**src/rtl/kasumi_csr_pkg.sv**
```systemverilog
// +----------------------------------------------------------------------------+
// | kasumi_csr_pkg: shared machine-mode CSR addresses, mstatus fields, FSM enums |
// | Revision: 1.0                                                              |
// +----------------------------------------------------------------------------+
`default_nettype none

package kasumi_csr_pkg;

  localparam logic [11:0] CSR_MSTATUS = 12'h300;
  localparam logic [11:0] CSR_MTVEC   = 12'h305;
  localparam logic [11:0] CSR_MEPC    = 12'h341;
  localparam logic [11:0] CSR_MCAUSE  = 12'h342;
  localparam logic [11:0] CSR_MTVAL   = 12'h343;

  localparam int MSTATUS_MIE    = 3;
  localparam int MSTATUS_MPIE   = 7;
  localparam int MSTATUS_MPP_HI = 12;
  localparam int MSTATUS_MPP_LO = 11;

  typedef enum logic [2:0] {
    IDLE     = 3'd0,
    T_EPC    = 3'd1,
    T_CAUSE  = 3'd2,
    T_TVAL   = 3'd3,
    T_STATUS = 3'd4,
    M_STATUS = 3'd5,
    REDIRECT = 3'd6
  } seq_state_e;

  typedef enum logic {
    KIND_TRAP = 1'b0,
    KIND_MRET = 1'b1
  } seq_kind_e;

endpackage

`default_nettype wire

```
**src/rtl/trap_sequencer_target_calc.sv**
```systemverilog
// +----------------------------------------------------------------------------+
// | trap_target_calc: combinational redirect target (direct / vectored mtvec)  |
// | Optional vectored mode enabled by macro TRAP_SEQ_VECTORED_EN               |
// | Revision: 1.0                                                              |
// +----------------------------------------------------------------------------+
`default_nettype none

module trap_target_calc
  import kasumi_csr_pkg::*;
#(
  parameter int XLEN = 32
) (
  input  logic            i_kind_mret,
  input  logic [XLEN-1:0] i_trap_vec,
  input  logic [XLEN-1:0] i_exception_pc,
  input  logic [XLEN-1:0] i_cause,
  output logic [XLEN-1:0] o_target
);

  logic [XLEN-1:0] w_base;
  logic [XLEN-1:0] w_trap_target;

  assign w_base = {i_trap_vec[XLEN-1:2], 2'b00};

`ifdef TRAP_SEQ_VECTORED_EN
  logic            w_vectored;
  logic [XLEN-1:0] w_offset;

  // Only asynchronous interrupts are dispatched through the vector table.
  assign w_vectored    = (i_trap_vec[1:0] == 2'b01) && i_cause[XLEN-1];
  assign w_offset      = {i_cause[XLEN-3:0], 2'b00};
  assign w_trap_target = w_vectored ? (w_base + w_offset) : w_base;
`else
  logic w_unused_ok;

  assign w_unused_ok   = ^{i_cause, i_trap_vec[1:0]};
  assign w_trap_target = w_base;
`endif

  assign o_target = i_kind_mret ? i_exception_pc : w_trap_target;

endmodule

`default_nettype wire

```
**src/rtl/trap_sequencer.sv**
```systemverilog
// +----------------------------------------------------------------------------+
// | trap_sequencer: serialises trap-entry / mret CSR updates, then redirects PC |
// | Optional vectored mtvec mode enabled by macro TRAP_SEQ_VECTORED_EN         |
// | Revision: 1.0                                                              |
// +----------------------------------------------------------------------------+
`default_nettype none

module trap_sequencer
  import kasumi_csr_pkg::*;
#(
  parameter int         XLEN     = 32,
  parameter logic [1:0] TRAP_MPP = 2'b11
) (
  input  logic            clk,
  input  logic            rst_n,
  input  logic            trap_req,
  input  logic [XLEN-1:0] trap_pc,
  input  logic [XLEN-1:0] trap_cause,
  input  logic [XLEN-1:0] trap_tval,
  input  logic            mret_req,
  output logic            busy,
  output logic            csr_wb,
  output logic [11:0]     csr_waddr,
  output logic [XLEN-1:0] csr_wdata,
  output logic [11:0]     csr_raddr,
  input  logic [XLEN-1:0] csr_rdata,
  input  logic [XLEN-1:0] trap_vec,
  input  logic [XLEN-1:0] exception_pc,
  output logic            redirect_valid,
  output logic [XLEN-1:0] redirect_pc
);

  seq_state_e      r_state;
  seq_state_e      w_state_nxt;
  seq_kind_e       r_kind;
  logic [XLEN-1:0] r_pc;
  logic [XLEN-1:0] r_cause;
  logic [XLEN-1:0] r_tval;
  logic [XLEN-1:0] r_redirect_pc;

  logic            w_busy;
  logic            w_csr_wb;
  logic [11:0]     w_csr_waddr;
  logic [XLEN-1:0] w_csr_wdata;
  logic [11:0]     w_csr_raddr;
  logic            w_redirect_valid;
  logic [XLEN-1:0] w_mstatus_trap;
  logic [XLEN-1:0] w_mstatus_mret;
  logic [XLEN-1:0] w_target;

  always_comb begin
    w_mstatus_trap                                = csr_rdata;
    w_mstatus_trap[MSTATUS_MPIE]                  = csr_rdata[MSTATUS_MIE];
    w_mstatus_trap[MSTATUS_MIE]                   = 1'b0;
    w_mstatus_trap[MSTATUS_MPP_HI:MSTATUS_MPP_LO] = TRAP_MPP;
  end

  always_comb begin
    w_mstatus_mret                                = csr_rdata;
    w_mstatus_mret[MSTATUS_MIE]                   = csr_rdata[MSTATUS_MPIE];
    w_mstatus_mret[MSTATUS_MPIE]                  = 1'b1;
    w_mstatus_mret[MSTATUS_MPP_HI:MSTATUS_MPP_LO] = 2'b00;
  end

  trap_target_calc #(
    .XLEN (XLEN)
  ) u_target_calc (
    .i_kind_mret    (r_kind == KIND_MRET),
    .i_trap_vec     (trap_vec),
    .i_exception_pc (exception_pc),
    .i_cause        (r_cause),
    .o_target       (w_target)
  );

  always_ff @(posedge clk or negedge rst_n) begin
    if (!rst_n) begin
      r_state <= IDLE;
    end else begin
      r_state <= w_state_nxt;
    end
  end

  // Operands and kind are captured only when a sequence starts from IDLE;
  // requests arriving while busy leave them untouched.
  always_ff @(posedge clk or negedge rst_n) begin
    if (!rst_n) begin
      r_kind  <= KIND_TRAP;
      r_pc    <= '0;
      r_cause <= '0;
      r_tval  <= '0;
    end else if (r_state == IDLE) begin
      if (trap_req) begin
        r_kind  <= KIND_TRAP;
        r_pc    <= trap_pc;
        r_cause <= trap_cause;
        r_tval  <= trap_tval;
      end else if (mret_req) begin
        r_kind  <= KIND_MRET;
      end
    end
  end

  always_ff @(posedge clk or negedge rst_n) begin
    if (!rst_n) begin
      r_redirect_pc <= '0;
    end else if (r_state == REDIRECT) begin
      r_redirect_pc <= w_target;
    end
  end

  always_comb begin
    w_state_nxt      = r_state;
    w_busy           = 1'b1;
    w_csr_wb         = 1'b0;
    w_csr_waddr      = '0;
    w_csr_wdata      = '0;
    w_csr_raddr      = '0;
    w_redirect_valid = 1'b0;
    case (r_state)
      IDLE: begin
        w_busy = 1'b0;
        if (trap_req) begin
          w_state_nxt = T_EPC;
        end else if (mret_req) begin
          w_state_nxt = M_STATUS;
        end
      end
      T_EPC: begin
        w_csr_wb    = 1'b1;
        w_csr_waddr = CSR_MEPC;
        w_csr_wdata = r_pc;
        w_state_nxt = T_CAUSE;
      end
      T_CAUSE: begin
        w_csr_wb    = 1'b1;
        w_csr_waddr = CSR_MCAUSE;
        w_csr_wdata = r_cause;
        w_state_nxt = T_TVAL;
      end
      T_TVAL: begin
        w_csr_wb    = 1'b1;
        w_csr_waddr = CSR_MTVAL;
        w_csr_wdata = r_tval;
        w_state_nxt = T_STATUS;
      end
      T_STATUS: begin
        w_csr_raddr = CSR_MSTATUS;
        w_csr_wb    = 1'b1;
        w_csr_waddr = CSR_MSTATUS;
        w_csr_wdata = w_mstatus_trap;
        w_state_nxt = REDIRECT;
      end
      M_STATUS: begin
        w_csr_raddr = CSR_MSTATUS;
        w_csr_wb    = 1'b1;
        w_csr_waddr = CSR_MSTATUS;
        w_csr_wdata = w_mstatus_mret;
        w_state_nxt = REDIRECT;
      end
      REDIRECT: begin
        w_redirect_valid = 1'b1;
        w_state_nxt      = IDLE;
      end
      default: begin
        w_busy      = 1'b0;
        w_state_nxt = IDLE;
      end
    endcase
  end

  assign busy           = w_busy;
  assign csr_wb         = w_csr_wb;
  assign csr_waddr      = w_csr_waddr;
  assign csr_wdata      = w_csr_wdata;
  assign csr_raddr      = w_csr_raddr;
  assign redirect_valid = w_redirect_valid;
  // Target is live during REDIRECT and held afterwards so fetch can re-read it.
  assign redirect_pc    = (r_state == REDIRECT) ? w_target : r_redirect_pc;

endmodule

`default_nettype wire

```
**config.mk**
```make
export PLATFORM = sky130hd
export DESIGN_NAME = trap_sequencer
export DESIGN_NICKNAME = d
export VERILOG_FILES = /design/src/rtl/kasumi_csr_pkg.sv /design/src/rtl/trap_sequencer_target_calc.sv /design/src/rtl/trap_sequencer.sv
export SDC_FILE = /design/constraint.sdc
export NUM_CORES = 1
export LEC_CHECK = 0
export CAP_MARGIN = 25
export CORE_MARGIN = 4
export CORE_UTILIZATION = 50
export DETAILED_ROUTE_END_ITERATION = 10
export DONT_BUFFER_PORTS = 1
export GPL_ROUTABILITY_DRIVEN = 0
export GPL_TIMING_DRIVEN = 0
export PLACE_DENSITY = 0.78
export SLEW_MARGIN = 20
export SYNTH_ARGS = -nofsm -noshare
export SYNTH_HDL_FRONTEND = slang
export SYNTH_SLANG_ARGS = --single-unit
```
**constraint.sdc**
```tcl
create_clock -name clk -period 1.9 [get_ports clk]
set_input_delay 0.19 -clock clk [delete_from_list [all_inputs] [get_ports clk]]
set_output_delay 0.19 -clock clk [all_outputs]
set_load 0.03 [all_outputs]
```
==> impl_metrics.ini, run 1 <==
[global_route]
grt_pass1_wl_um = 36400
met2_usage_pct = 58.5
grt_util_met3_pct = 13.0
globalRoute.totalOverflow = 0
grtUsageMet1_pct = 34.0
grt_antenna_before_repair = 2
grt_pass1_vias = 6176
grt_max_degree = 133
track_usage_pct = 32.9
top_usage_layer = met2

[cts]
clk_latency_ns = 0.43
cts_root_buffer = clkbuf_16
ctsHoldBuffers = 97
clockBufferDepth = 2
clk_pin_slew_ns = 0.06
cts_tree = yes
cts_sinks = 132
numCtsBuffers = 17
htreeDepth = 4

[die]
fp.coreArea_mm2 = 0.0128
die_h_um = 123
rows = 41
initial_core_util_pct = 51.8
io_pins = 287
die_x_um = 123
dieArea_mm2 = 0.0152

[timing]
fin_crit_ns = 2.26
max_freq_mhz = 442
finalSetupViolations = 68
fin_ws_ns = -0.361
slew_viol_final = 0
rsz0062_at_grt = yes
timing.hold.ws_ns = -0.539
skew_ns = 0.0102
min_period_over_period_pct = 119
finalHoldViolations = 132

[layout]
drive_gt1_share_pct = 57.0
fill_cells = 595
mostFrequentLayoutCell = dfrtp_1
final_util_pct = 82.9
fin_nets = 922
layout_common_cells = 132 x dfrtp_1, 98 x mux2_2, 97 x dlygate4sd3_1
area_delta_synth_final_pct = 60.0
design_area_mm2 = 0.0106
fin_cells = 910

[synth]
synth.avg_cell_area_um2 = 12.1
yosys.cell_types.count = 35
ys.flop_type = dfrtp_1
seq_area_frac_synth_pct = 49.7
syn_area_mm2 = 0.00665
synthArstFlopShare_pct = 100
ys_ff_latch = 132
syn_inst = 551
synth_edf_count = 0
yosysWarnings = 0

[setup_path]
crit_slowest_cell = dfrtp_1
cpPeakStageDelay_ns = 0.39
path_class = register to output pin
path_cells = buf_6 -> clkbuf_16 -> clkinv_8 -> ha_4 -> nor3b_4 -> a22oi_2 -> o21ai_4
path_max_fanout = 6
worstPathRequired_ns = 1.71
cp.arrival_ns = 2.07
cp-end-kind = output pin
worstSetupStartpointType = register

[detailed_routing]
antenna_left = 0
vias = 5468
post_drt_wl_per_cell_um = 29.0
drt_iter0_drc = 339
drc = 0
first_pass_iters = 5
wl_um = 26400
vias_per_cell = 6.01

[power]
leakage_nw = 4.53
powerDensity_mw_per_mm2 = 2130
vdd_drop_max_uv = 1170

[hold_path]
worstHoldPathType = primary input to asynchronous set/reset pin

[status]
status = finished, violations left
violations = hold timing, setup timing

[placement]
placed_cell_area_mm2 = 0.00701
post-dp-hpwl_um = 14400
placed_cells = 741
io_buffers = 0

[job]
drv_cap = 0
## repair_timing
action | 4_1_cts | 5_1_grt
hold endpoints to repair | 230 | 132
resized for setup | 288 | 93
buffers inserted | 21 | 10
pin swaps | 78 | 21
endpoints found under the setup margin | 104 | 158
cloned | 10 | 3
## metrics by stage
step / TNS [ns] / worst slack [ns] / total power [mW] / hold slack, ns
after floorplan: -3.25 / -0.0788 / 11.9 / -0.106
after global placement: -30.97 / -0.563 / 13.2 / -0.102
after detailed placement: -34.54 / -0.612 / 13.6 / -0.101
after CTS: -14.65 / -0.363 / 21.2 / -0.549
after global routing: -20.76 / -0.434 / 23.5 / -0.565
final: -16.45 / -0.361 / 22.7 / -0.539
## path summary, 6_finish.rpt
kind	startpoint	to	slack (ns)	cells past startpoint
worst min-delay path	rst_n	r_redirect_pc[6]	-0.54	0
max in group asynchronous	rst_n	r_cause[21]	2.28	0
worst min register to register	r_cause[21]	r_cause[21]	0.51	1
min in group clk	trap_req	r_state[0]	0.03	2
worst max-delay path	r_state[1]	csr_wdata[12]	-0.36	7
worst max register to register	r_state[1]	r_cause[17]	0.04	6
## per-layer routing
metal | share of wire, % | vias to the layer above | wire length (µm)
li1 | - | 2286 | -
met1 | 34 | 2740 | 8970
met2 | 52 | 350 | 13800
met3 | 8.9 | 90 | 2350
met4 | 4.6 | 2 | 1210
met5 | 0.049 | - | 13
## layout make-up
cell class / count / area, µm² / share of cell area, %
clock buffers: 20 / 467 / 4.39
clock inverters: 11 / 199 / 1.87
diodes: 3 / 7.51 / 0.0706
plain buffers: 58 / 677 / 6.36
multi-input cells: 370 / 4200 / 39.5
repair buffers: 141 / 1540 / 14.5
inverters: 3 / 27.5 / 0.259
flip-flops and latches: 132 / 3300 / 31.1
well taps: 172 / 215 / 2.02
## where the power goes
part	switching (mW)	internal (mW)
logic	7.70	5.90
clock network	1.30	2.43
registers	1.11	4.27
## critical path, delay by kind of cell (launching register included)
family | cells | cell delay, ns
flops | 1 | 0.39
buf+inv | 3 | 0.33
fa+ha+maj | 1 | 0.21
simple gates | 1 | 0.28
compound gates | 2 | 0.42
## state kept, by name, indices dropped and copies added, names as in the netlist
| name | count |
|---|---|
| r_kind | 1 |
| r_pc | 32 |
| r_state | 3 |
| r_redirect_pc | 32 |
| r_cause | 32 |
| r_tval | 32 |
## cell families after synthesis
group / after synthesis / synth area share [%]
and+or+nand+nor: 87 / 5.99
buffers and inverters: 65 / 6.63
muxes: 157 / 27.7
other: 1 / 0.0564
DFF: 132 / 49.7
adders and majority gates: 3 / 0.565
AOI/OAI and AO/OA: 106 / 9.41
## Yosys cell counts, types with 3 or more instances
cell,number,area share (%)
mux2_4,29,6.6
mux2i_1,30,4.5
buf_4,27,3.0
a22oi_1,30,3.4
o21ai_0,63,4.7
a211oi_1,3,0.34
dfrtp_1,132,50
nor2b_1,3,0.28
mux2_2,98,17
clkbuf_1,17,0.96
a21oi_1,5,0.38
buf_12,4,1.2
nand2_1,63,3.6
buf_2,12,0.90
nor2_1,5,0.28
ha_1,3,0.56
inv_1,3,0.17
No activity file was read; power rests on OpenSTA's default activity.
==> inputs of run 2 (changes only) <==
--- a/config.mk
+++ b/config.mk
@@ -11,7 +11,6 @@
 export DETAILED_ROUTE_END_ITERATION = 10
 export DONT_BUFFER_PORTS = 1
 export GPL_ROUTABILITY_DRIVEN = 0
-export GPL_TIMING_DRIVEN = 0
 export PLACE_DENSITY = 0.78
 export SLEW_MARGIN = 20
 export SYNTH_ARGS = -nofsm -noshare
==> impl_metrics.ini, run 2 (synthesized netlist as in run 1, its figures left out) <==
[cts]
numCtsBuffers = 17
cts_sinks = 132
cts_root_buffer = clkbuf_16
clockBufferDepth = 2
clk_pin_slew_ns = 0.06
htreeDepth = 4
ctsHoldBuffers = 97
clk_latency_ns = 0.42
cts_tree = yes

[die]
die_h_um = 123
io_pins = 287
rows = 41
die_x_um = 123
initial_core_util_pct = 51.8
fp.coreArea_mm2 = 0.0128
dieArea_mm2 = 0.0152

[timing]
min_period_over_period_pct = 118
slew_viol_final = 0
skew_ns = 0.0111
fin_tns_setup_ns = -25.95
rsz0062_at_grt = yes
fin_crit_ns = 2.24
max_freq_mhz = 445
finalSetupViolations = 165
finalHoldViolations = 132
fin_ws_ns = -0.345
timing.hold.ws_ns = -0.528

[layout]
mostFrequentLayoutCell = dfrtp_1
layout_common_cells = 129 x dfrtp_1, 97 x dlygate4sd3_1, 82 x mux2_2
final_util_pct = 85.0
area_delta_synth_final_pct = 64.1
design_area_mm2 = 0.0109
fin_nets = 966
multi_input_area_mm2 = 0.00387
ff_latch_area_mm2 = 0.00331
fin_cells = 954
fill_cells = 523
drive_gt1_share_pct = 56.3

[global_route]
grt_pass1_wl_um = 32300
globalRoute.totalOverflow = 0
track_usage_pct = 28.4
grt_antenna_before_repair = 1
grt_max_degree = 133
grt_pass1_vias = 5854

[setup_path]
path_class = register to output pin
worstSetupStartpointType = register
r2r_cells = 8
timing.rr.start = r_state[0]
path_cells = buf_12 -> clkbuf_16 -> mux2_4 -> a22oi_2 -> o21ai_1 -> buf_4
path_max_fanout = 8
crit_slowest_cell = dfrtp_2
cp-end-kind = output pin
ff2ff_setup_slack_ns = -0.22
r2r-end = r_tval[19]
worstPathRequired_ns = 1.71
cp.arrival_ns = 2.05
cpPeakStageDelay_ns = 0.50

[status]
violations = hold timing, setup timing
status = finished, violations left

[detailed_routing]
first_pass_iters = 4
vias_per_cell = 6.12
drc = 0
antenna_left = 0
post_drt_wl_per_cell_um = 29.1
vias = 5842
drt_iter0_drc = 350
wl_um = 27800

[job]
drv_cap = 0

[power]
seq_power_share_pct = 22.8
pwr-share-comb_pct = 62.7
p_clk_share_pct = 14.5
p_total_mw = 23.5
vdd_drop_max_uv = 1210
swShare_pct = 42.8
p_sw_mw = 10.1
leakage_nw = 4.69
p_int_mw = 13.5
powerDensity_mw_per_mm2 = 2160

[placement]
placed_cell_area_mm2 = 0.00735
placed_cells = 763
io_buffers = 0
place_ws_ns = 0.0659
post-dp-hpwl_um = 12600

[hold_path]
worstHoldPathType = primary input to asynchronous set/reset pin
run 2: critical path: cells and delay by family, from the launching register on:
family          cells  cell delay, ns
flops               1            0.50
mux                 1            0.33
buf+inv             3            0.54
compound gates      2            0.27
run 2: final cells by class:
cell class                      count  share of cell area [%]
Multi-Input combinational cell    372                    35.5
Sequential cell                   132                    30.3
Timing Repair Buffer              241                    26.4
Clock buffer                       19                    4.15
Tap cell                          172                    1.97
Clock inverter                     13                    1.45
Inverter                            3                   0.138
Antenna cell                        2                  0.0459
run 2: what timing repair did:
item                                   4_1_cts  5_1_grt
cloned                                       8       17
pin swaps                                   18       50
resized for setup                          120      192
endpoints found under the hold margin      229      132
setup endpoints to repair                   67      160
setup buffers                               13       26
run 2: worst max-delay path by stage:
stage                     cells after the start       start           endpoint
after floorplan                               5  r_state[0]  r_redirect_pc[24]
after global placement                        5  r_state[2]      csr_wdata[30]
after detailed placement                      4  r_state[2]      csr_wdata[11]
after global routing                          6  r_state[0]       csr_wdata[8]
after CTS                                     5  r_state[0]      csr_wdata[17]
final                                         6  r_state[0]       csr_wdata[8]
run 2: routing by layer:
metal | up-vias | share of wire [%] | track usage (%)
met4 | 0 | 5.0 | 13.9
li1 | 2366 | - | -
met1 | 2970 | 34 | 30.3
met3 | 101 | 8.2 | 8.60
met2 | 405 | 53 | 50.9
met5 | - | 0 | 0
run 2: power by group through the flow:
stage	Combinational (mW)	Sequential [mW]	Clock (mW)
4_1_cts	11.3	5.03	3.40
6_report	14.8	5.36	3.42
3_3_place_gp	9.37	4.94	0
5_1_grt	15.3	5.45	3.58
3_5_place_dp	9.62	5.04	0
2_1_floorplan	7.17	4.73	0
